$ cat src/rtl/color_pkg.sv
// Shared definitions for the colour-sensor front end and the downstream classifier.
// Contents:
//   channel_e        - filter channel identifiers in sampling order
//   state_e          - sampler FSM states
//   FILT_*           - {S2,S3} filter-select codes of the sensor
//   SCALE_20PCT      - {S0,S1} code selecting 20 % output frequency scaling
//   filt_code()      - channel -> filter-select code
//   next_channel()   - channel -> following channel in the frame
//   timer_width()    - bit width of a down-the-middle timer able to span both windows
package color_pkg;

    typedef enum logic [1:0] {
        CH_BLUE  = 2'd0,
        CH_GREEN = 2'd1,
        CH_RED   = 2'd2,
        CH_CLEAR = 2'd3
    } channel_e;

    typedef enum logic [1:0] {
        ST_IDLE    = 2'd0,
        ST_SETTLE  = 2'd1,
        ST_GATE    = 2'd2,
        ST_PUBLISH = 2'd3
    } state_e;

    localparam logic [1:0] FILT_BLUE   = 2'b01;
    localparam logic [1:0] FILT_GREEN  = 2'b11;
    localparam logic [1:0] FILT_RED    = 2'b00;
    localparam logic [1:0] FILT_CLEAR  = 2'b10;
    localparam logic [1:0] SCALE_20PCT = 2'b10;

    function automatic logic [1:0] filt_code(input channel_e ch);
        logic [1:0] code;
        case (ch)
            CH_BLUE:  code = FILT_BLUE;
            CH_GREEN: code = FILT_GREEN;
            CH_RED:   code = FILT_RED;
            CH_CLEAR: code = FILT_CLEAR;
            default:  code = FILT_BLUE;
        endcase
        return code;
    endfunction

    function automatic channel_e next_channel(input channel_e ch);
        channel_e nxt;
        case (ch)
            CH_BLUE:  nxt = CH_GREEN;
            CH_GREEN: nxt = CH_RED;
            CH_RED:   nxt = CH_CLEAR;
            CH_CLEAR: nxt = CH_BLUE;
            default:  nxt = CH_BLUE;
        endcase
        return nxt;
    endfunction

    // The timer counts 0..N-1, so clog2 of the longest window is enough.
    function automatic int unsigned timer_width(input int unsigned a, input int unsigned b);
        int unsigned m;
        m = (a > b) ? a : b;
        if (m < 32'd2) begin
            return 32'd1;
        end else begin
            return $clog2(m);
        end
    endfunction

endpackage

$ cat src/rtl/color_edge_sync.sv
// Synchroniser and rising-edge detector for the sensor's asynchronous square wave.
// Ports:
//   clock      in  system clock
//   reset      in  synchronous active-high reset, clears all three flops
//   async_in   in  raw sensor output
//   rise_pulse out one-cycle pulse, high in the cycle that the synchronised
//                  level is first seen high (two cycles after capture)
module color_edge_sync (
    input  logic clock,
    input  logic reset,
    input  logic async_in,
    output logic rise_pulse
);

    logic meta_q, meta_d;
    logic sync_q, sync_d;
    logic prev_q, prev_d;

    // Next-state values: a plain three-stage shift of the input level.
    always_comb begin
        meta_d = async_in;
        sync_d = meta_q;
        prev_d = sync_q;
    end

    // Synchroniser and history flops.
    always_ff @(posedge clock) begin
        if (reset) begin
            meta_q <= 1'b0;
            sync_q <= 1'b0;
            prev_q <= 1'b0;
        end else begin
            meta_q <= meta_d;
            sync_q <= sync_d;
            prev_q <= prev_d;
        end
    end

    assign rise_pulse = sync_q & ~prev_q;

endmodule

$ cat src/rtl/color_freq_sampler.sv
// Colour-sensor front end: selects each filter in turn (blue, green, red, clear),
// lets the sensor settle, counts rising edges of its output over a fixed gate and
// publishes the four raw counts together as one frame.
// Ports:
//   clock, reset      system clock, synchronous active-high reset
//   enable            1 = sample frames back to back, 0 = abort and idle
//   colorsignal       asynchronous sensor square wave
//   S0, S1            frequency scaling select (fixed 20 %)
//   S2, S3            filter select
//   *_cnt             per-filter counts of the last completed frame
//   sample_valid      one-cycle pulse when all four counts update
//   busy              high while a frame is in progress
module color_freq_sampler
    import color_pkg::*;
#(
    parameter int unsigned GATE_CYCLES   = 6250000,
    parameter int unsigned SETTLE_CYCLES = 100000,
    parameter int unsigned CNT_W         = 16
) (
    input  logic             clock,
    input  logic             reset,
    input  logic             enable,
    input  logic             colorsignal,
    output logic             S0,
    output logic             S1,
    output logic             S2,
    output logic             S3,
    output logic [CNT_W-1:0] blue_cnt,
    output logic [CNT_W-1:0] green_cnt,
    output logic [CNT_W-1:0] red_cnt,
    output logic [CNT_W-1:0] clear_cnt,
    output logic             sample_valid,
    output logic             busy
);

    localparam int unsigned      TMR_W       = timer_width(GATE_CYCLES, SETTLE_CYCLES);
    localparam logic [TMR_W-1:0] SETTLE_LAST = TMR_W'(SETTLE_CYCLES - 32'd1);
    localparam logic [TMR_W-1:0] GATE_LAST   = TMR_W'(GATE_CYCLES - 32'd1);
    localparam logic [CNT_W-1:0] CNT_MAX     = {CNT_W{1'b1}};
    localparam logic [TMR_W-1:0] TMR_ZERO    = {TMR_W{1'b0}};
    localparam logic [CNT_W-1:0] CNT_ZERO    = {CNT_W{1'b0}};

    logic rise_s;

    color_edge_sync u_sync (
        .clock      (clock),
        .reset      (reset),
        .async_in   (colorsignal),
        .rise_pulse (rise_s)
    );

    state_e             state_q, state_d;
    channel_e           chan_q, chan_d;
    logic [TMR_W-1:0]   timer_q, timer_d, timer_inc_s;
    logic [CNT_W-1:0]   work_q, work_d, work_inc_s;
    logic [CNT_W-1:0]   shadow_blue_q, shadow_blue_d;
    logic [CNT_W-1:0]   shadow_green_q, shadow_green_d;
    logic [CNT_W-1:0]   shadow_red_q, shadow_red_d;
    logic [1:0]         filt_q, filt_d;
    logic [CNT_W-1:0]   blue_cnt_q, blue_cnt_d;
    logic [CNT_W-1:0]   green_cnt_q, green_cnt_d;
    logic [CNT_W-1:0]   red_cnt_q, red_cnt_d;
    logic [CNT_W-1:0]   clear_cnt_q, clear_cnt_d;
    logic               valid_q, valid_d;
    logic               busy_q, busy_d;

    // FSM, timer, working count, shadows and registered outputs: next-state logic.
    always_comb begin
        state_d        = state_q;
        chan_d         = chan_q;
        timer_d        = timer_q;
        work_d         = work_q;
        shadow_blue_d  = shadow_blue_q;
        shadow_green_d = shadow_green_q;
        shadow_red_d   = shadow_red_q;
        filt_d         = filt_q;
        blue_cnt_d     = blue_cnt_q;
        green_cnt_d    = green_cnt_q;
        red_cnt_d      = red_cnt_q;
        clear_cnt_d    = clear_cnt_q;
        valid_d        = 1'b0;

        timer_inc_s = timer_q + TMR_W'(1);
        // Saturate rather than wrap so a bright scene never reads as dark.
        if (rise_s && (work_q != CNT_MAX)) begin
            work_inc_s = work_q + CNT_W'(1);
        end else begin
            work_inc_s = work_q;
        end

        case (state_q)
            ST_IDLE: begin
                if (enable) begin
                    state_d = ST_SETTLE;
                    chan_d  = CH_BLUE;
                    filt_d  = FILT_BLUE;
                    timer_d = TMR_ZERO;
                    work_d  = CNT_ZERO;
                end else begin
                    state_d = ST_IDLE;
                end
            end
            ST_SETTLE: begin
                // Edges during settling are ignored: work_d stays cleared.
                if (!enable) begin
                    state_d = ST_IDLE;
                    timer_d = TMR_ZERO;
                    work_d  = CNT_ZERO;
                end else if (timer_q == SETTLE_LAST) begin
                    state_d = ST_GATE;
                    timer_d = TMR_ZERO;
                end else begin
                    timer_d = timer_inc_s;
                end
            end
            ST_GATE: begin
                if (!enable) begin
                    state_d = ST_IDLE;
                    timer_d = TMR_ZERO;
                    work_d  = CNT_ZERO;
                end else if (timer_q != GATE_LAST) begin
                    timer_d = timer_inc_s;
                    work_d  = work_inc_s;
                end else begin
                    // Last gate cycle: its edge is included via work_inc_s.
                    timer_d = TMR_ZERO;
                    work_d  = CNT_ZERO;
                    case (chan_q)
                        CH_BLUE:  shadow_blue_d  = work_inc_s;
                        CH_GREEN: shadow_green_d = work_inc_s;
                        CH_RED:   shadow_red_d   = work_inc_s;
                        default:  shadow_red_d   = shadow_red_q;
                    endcase
                    if (chan_q == CH_CLEAR) begin
                        // Outputs load on entry to PUBLISH so they change in the
                        // same cycle that sample_valid is high; clear goes direct.
                        state_d     = ST_PUBLISH;
                        blue_cnt_d  = shadow_blue_q;
                        green_cnt_d = shadow_green_q;
                        red_cnt_d   = shadow_red_q;
                        clear_cnt_d = work_inc_s;
                        valid_d     = 1'b1;
                    end else begin
                        state_d = ST_SETTLE;
                        chan_d  = next_channel(chan_q);
                        filt_d  = filt_code(next_channel(chan_q));
                    end
                end
            end
            ST_PUBLISH: begin
                if (enable) begin
                    state_d = ST_SETTLE;
                    chan_d  = CH_BLUE;
                    filt_d  = FILT_BLUE;
                    timer_d = TMR_ZERO;
                    work_d  = CNT_ZERO;
                end else begin
                    state_d = ST_IDLE;
                end
            end
            default: begin
                state_d = ST_IDLE;
            end
        endcase

        busy_d = (state_d != ST_IDLE);
    end

    // State and output registers.
    always_ff @(posedge clock) begin
        if (reset) begin
            state_q        <= ST_IDLE;
            chan_q         <= CH_BLUE;
            timer_q        <= TMR_ZERO;
            work_q         <= CNT_ZERO;
            shadow_blue_q  <= CNT_ZERO;
            shadow_green_q <= CNT_ZERO;
            shadow_red_q   <= CNT_ZERO;
            filt_q         <= FILT_BLUE;
            blue_cnt_q     <= CNT_ZERO;
            green_cnt_q    <= CNT_ZERO;
            red_cnt_q      <= CNT_ZERO;
            clear_cnt_q    <= CNT_ZERO;
            valid_q        <= 1'b0;
            busy_q         <= 1'b0;
        end else begin
            state_q        <= state_d;
            chan_q         <= chan_d;
            timer_q        <= timer_d;
            work_q         <= work_d;
            shadow_blue_q  <= shadow_blue_d;
            shadow_green_q <= shadow_green_d;
            shadow_red_q   <= shadow_red_d;
            filt_q         <= filt_d;
            blue_cnt_q     <= blue_cnt_d;
            green_cnt_q    <= green_cnt_d;
            red_cnt_q      <= red_cnt_d;
            clear_cnt_q    <= clear_cnt_d;
            valid_q        <= valid_d;
            busy_q         <= busy_d;
        end
    end

    assign S0           = SCALE_20PCT[1];
    assign S1           = SCALE_20PCT[0];
    assign S2           = filt_q[1];
    assign S3           = filt_q[0];
    assign blue_cnt     = blue_cnt_q;
    assign green_cnt    = green_cnt_q;
    assign red_cnt      = red_cnt_q;
    assign clear_cnt    = clear_cnt_q;
    assign sample_valid = valid_q;
    assign busy         = busy_q;

endmodule
$ cat config.mk
export PLATFORM = sky130hd
export DESIGN_NAME = color_freq_sampler
export DESIGN_NICKNAME = d
export VERILOG_FILES = /design/src/rtl/color_pkg.sv /design/src/rtl/color_edge_sync.sv /design/src/rtl/color_freq_sampler.sv
export SDC_FILE = /design/constraint.sdc
export NUM_CORES = 1
export LEC_CHECK = 0
export ABC_AREA = 1
export CORE_UTILIZATION = 61
export CTS_CLUSTER_DIAMETER = 50
export DETAILED_ROUTE_END_ITERATION = 8
export PLACE_DENSITY = 0.85
export SLEW_MARGIN = 20
export SYNTH_ARGS = -nofsm -noshare
export SYNTH_HDL_FRONTEND = slang
export SYNTH_SLANG_ARGS = --single-unit
$ cat constraint.sdc
create_clock -name clock -period 5.11 [get_ports clock]
set_input_delay 0.511 -clock clock [delete_from_list [all_inputs] [get_ports clock]]
set_output_delay 0.511 -clock clock [all_outputs]
set_load 0.005 [all_outputs]
==> summary.txt <==
CTS Root Cell - clkbuf_16
placed cell count - 1,134
FF-to-FF End - blue_cnt[10]$_SDFFE_PP0P_
Clock Path Buffers - 2
vias in the first global route - 5,679
Max Cap Violations - 0
# clock sinks - 161
1st-iter DRT viols - 676
final setup TNS - 0 ps
Inserted Clock Buffers - 17
clock insertion delay at the later pin of the skew report - 430 ps
reg2reg path depth - 7
Cell Chain, Critical Path - ha_1 -> nand3_1 -> nor3_2 -> nand3_4 -> inv_4 -> o21ai_0 -> nor2_1
layout cell share with drive strength beyond 1 - 0.06920
Die W - 109.5 µm
total of warnings raised by yosys - 0
Layout Nets - 1,027
Cell Pwr Density - 309.3 mW/mm²
fmax - 347.6 MHz
ranking of synthesized cells by area - dfxtp_1 46%, nor2_1 11%, nand2_1 8.8%, o21ai_0 7.5%, a21oi_1 4.5%
DRT antenna net count - 0
DR vias - 6,439
Placed Area - 0.007666 mm²
GRT overflow - 0
drt total wl - 16,970 µm
flops & latches, synth - 161
fin area - 0.008229 mm²
io pins - 74
hpwl dp - 11,000 µm
Mapped Cells - 968
Critical Path Fanout Max - 73
RSZ-0062 raised after global routing - false
Worst Skew - 9.943 ps
Post-synth EDFFs - 0
Placer Congestion - 0.9764
total track usage - 0.3000
sequential share of the synthesized area - 0.4572
Worst-path clk slew - 60 ps
Worst Max-Slew Pin Slew - 1099 ps
Mean Syn Cell Area - 7.282 µm²
Chip Height - 109.5 µm
Fillers - 843
Via density - 5.522
antenna violations before repair - 0
post-CTS setup buffers - 0
# diodes - 0
Hold Vio Cnt, Final - 0
dpl ws - 1964 ps
min Tclk post-route - 2877 ps
Peak VDD IR - 250.3 µV
area grow syn2layout - 16.74%
crit path to - blue_cnt[10]$_SDFFE_PP0P_
CTS tree - yes
Yosys top cell area share - 0.4572
Top FF cell, synth - dfxtp_1
Leak - 0.003395 µW
Post-Syn Area - 0.007049 mm²
full die area - 0.01199 mm²
Initial Util - 0.6391
Max stage delay cell, worst path - inv_4
Worst EP required - 5470 ps
largest net degree at the start of global routing - 74
worst rel slew slack - 0.2664
CP endpoint kind - flop
Critical Path Start - timer_q[0]$_SDFFE_PP0N_
overall power - 2545 µW
Worst Hold Class - flop to flop
post-cts hold buffer count - 0
first-pass GRT wire length - 27,480 µm
DR DRC count - 0
Net Count, Synth - 982
final setup fails - 0
critical path class - flop to flop
Tcrit/Tclk final - 0.5630
critical path startpoint category - flop
max-slew violation count - 0
num rows - 38
CTS resizes - 0
CP max stage delay - 720 ps
final setup margin - 2233 ps
Post-synth ARST share - 0
DRT Pass-1 Iters - 6
synth unique cells - 37
register-to-register setup slack - 2230 ps
Layout Cells excl Fill - 1,166
core area - 0.01103 mm²
cell taking the most area after synthesis - dfxtp_1
IO Port Bufs - 71
status - complete, no violations
crit path DAT - 3230 ps
R2R Path Start - timer_q[0]$_SDFFE_PP0N_
post-DR wirelength/cell - 14.56 µm
H-tree depth - 4
## metal layers
layer,wire length [µm],up-vias,global-route usage
met5,0,-,0
met4,415,0,0.1124
met3,1152,34,0.05691
met2,7589,255,0.4618
met1,7817,2939,0.4176
li1,-,3211,-
## power by group
part / switching (µW) / leakage [µW] / internal (µW)
Sequential: 3.14 / 0.00130 / 1260
Combinational: 56.2 / 0.00183 / 19.3
Clock: 565 / 0.000266 / 643
Total: 625 / 0.00339 / 1920
## state kept, by name (all words and copies together), names as in the netlist, 2 cells and up
name            cells
blue_cnt           16
clear_cnt          16
filt_q              2
green_cnt          16
red_cnt            16
shadow_blue_q      16
shadow_green_q     16
shadow_red_q       16
state_q             2
timer_q            23
work_q             16
## per-stage QoR
stage | hold WS, ps | util
floorplan | 388.3 | -
global placement | 407.6 | 0.6950
detailed placement | 418.2 | 0.6950
CTS | 433.9 | 0.7460
global route | 450.6 | 0.7460
finish | 428.8 | 0.7460
## final cells by class
class | count | area [µm²] | share of cell area
Clock inverter | 15 | 137.6 | 0.01672
Clock buffer | 17 | 425.4 | 0.05170
Inverter | 79 | 300.3 | 0.03649
Tap cell | 140 | 175.2 | 0.02129
Timing Repair Buffer | 73 | 725.7 | 0.08819
Multi-Input combinational cell | 681 | 3242 | 0.3939
Sequential cell | 161 | 3223 | 0.3917
## critical path: cells and delay by family (launching register included)
family	cells	cell delay, ps
simple gates	4	1230
compound gates	1	190
flops	1	380
buf+inv	1	720
fa+ha+maj	1	220
## cell usage after synthesis, types with 7 or more instances
library cell / number
nand4_1: 19
o21ai_1: 13
nor3_1: 8
nand3_1: 42
nand2_1: 166
buf_6: 7
nor2_1: 199
xor2_1: 17
buf_4: 13
inv_1: 69
o21ai_0: 105
nor2_2: 7
a21oi_2: 8
ha_1: 10
dfxtp_1: 161
a21oi_1: 64
clkbuf_1: 21
## kinds of logic after synthesis
kind of cell	Yosys count	share of synthesized area
adders and majority gates	10	0.01775
xor gates and xnor gates	20	0.02485
DFF	161	0.4572
buffers and inverters	126	0.08289
AOI/OAI and AO/OA	193	0.1422
other	2	0.001065
and+or+nand+nor	456	0.2741
## placed cells by master, fill, tap and decap left out, types with 3 or more instances in the layout
cell / n
inv_6: 6
o21ai_0: 105
nor2_2: 7
clkbuf_16: 17
dfxtp_1: 161
a21oi_2: 8
clkdlybuf4s50_1: 71
nand4_1: 19
inv_1: 68
ha_1: 10
nand3_1: 42
xor2_1: 17
nor3_1: 8
nor2_1: 199
clkinvlp_4: 4
xnor2_1: 3
inv_2: 7
a21oi_1: 64
nand2_1: 166
inv_8: 3
o21ai_1: 13
nand2_2: 3
## worst min path at each step
stage / start / to / slack (ps) / cells after the start
4_1_cts: u_sync.meta_q$_SDFF_PP0_ / u_sync.prev_d$_SDFF_PP0_ / 430 / 2
5_1_grt: u_sync.meta_q$_SDFF_PP0_ / u_sync.prev_d$_SDFF_PP0_ / 450 / 2
2_1_floorplan: u_sync.meta_q$_SDFF_PP0_ / u_sync.prev_d$_SDFF_PP0_ / 390 / 2
6_report: u_sync.meta_q$_SDFF_PP0_ / u_sync.prev_d$_SDFF_PP0_ / 430 / 2
3_3_place_gp: u_sync.meta_q$_SDFF_PP0_ / u_sync.prev_d$_SDFF_PP0_ / 410 / 2
3_5_place_dp: u_sync.meta_q$_SDFF_PP0_ / u_sync.prev_d$_SDFF_PP0_ / 420 / 2
No activity file was read; power rests on OpenSTA's default activity.
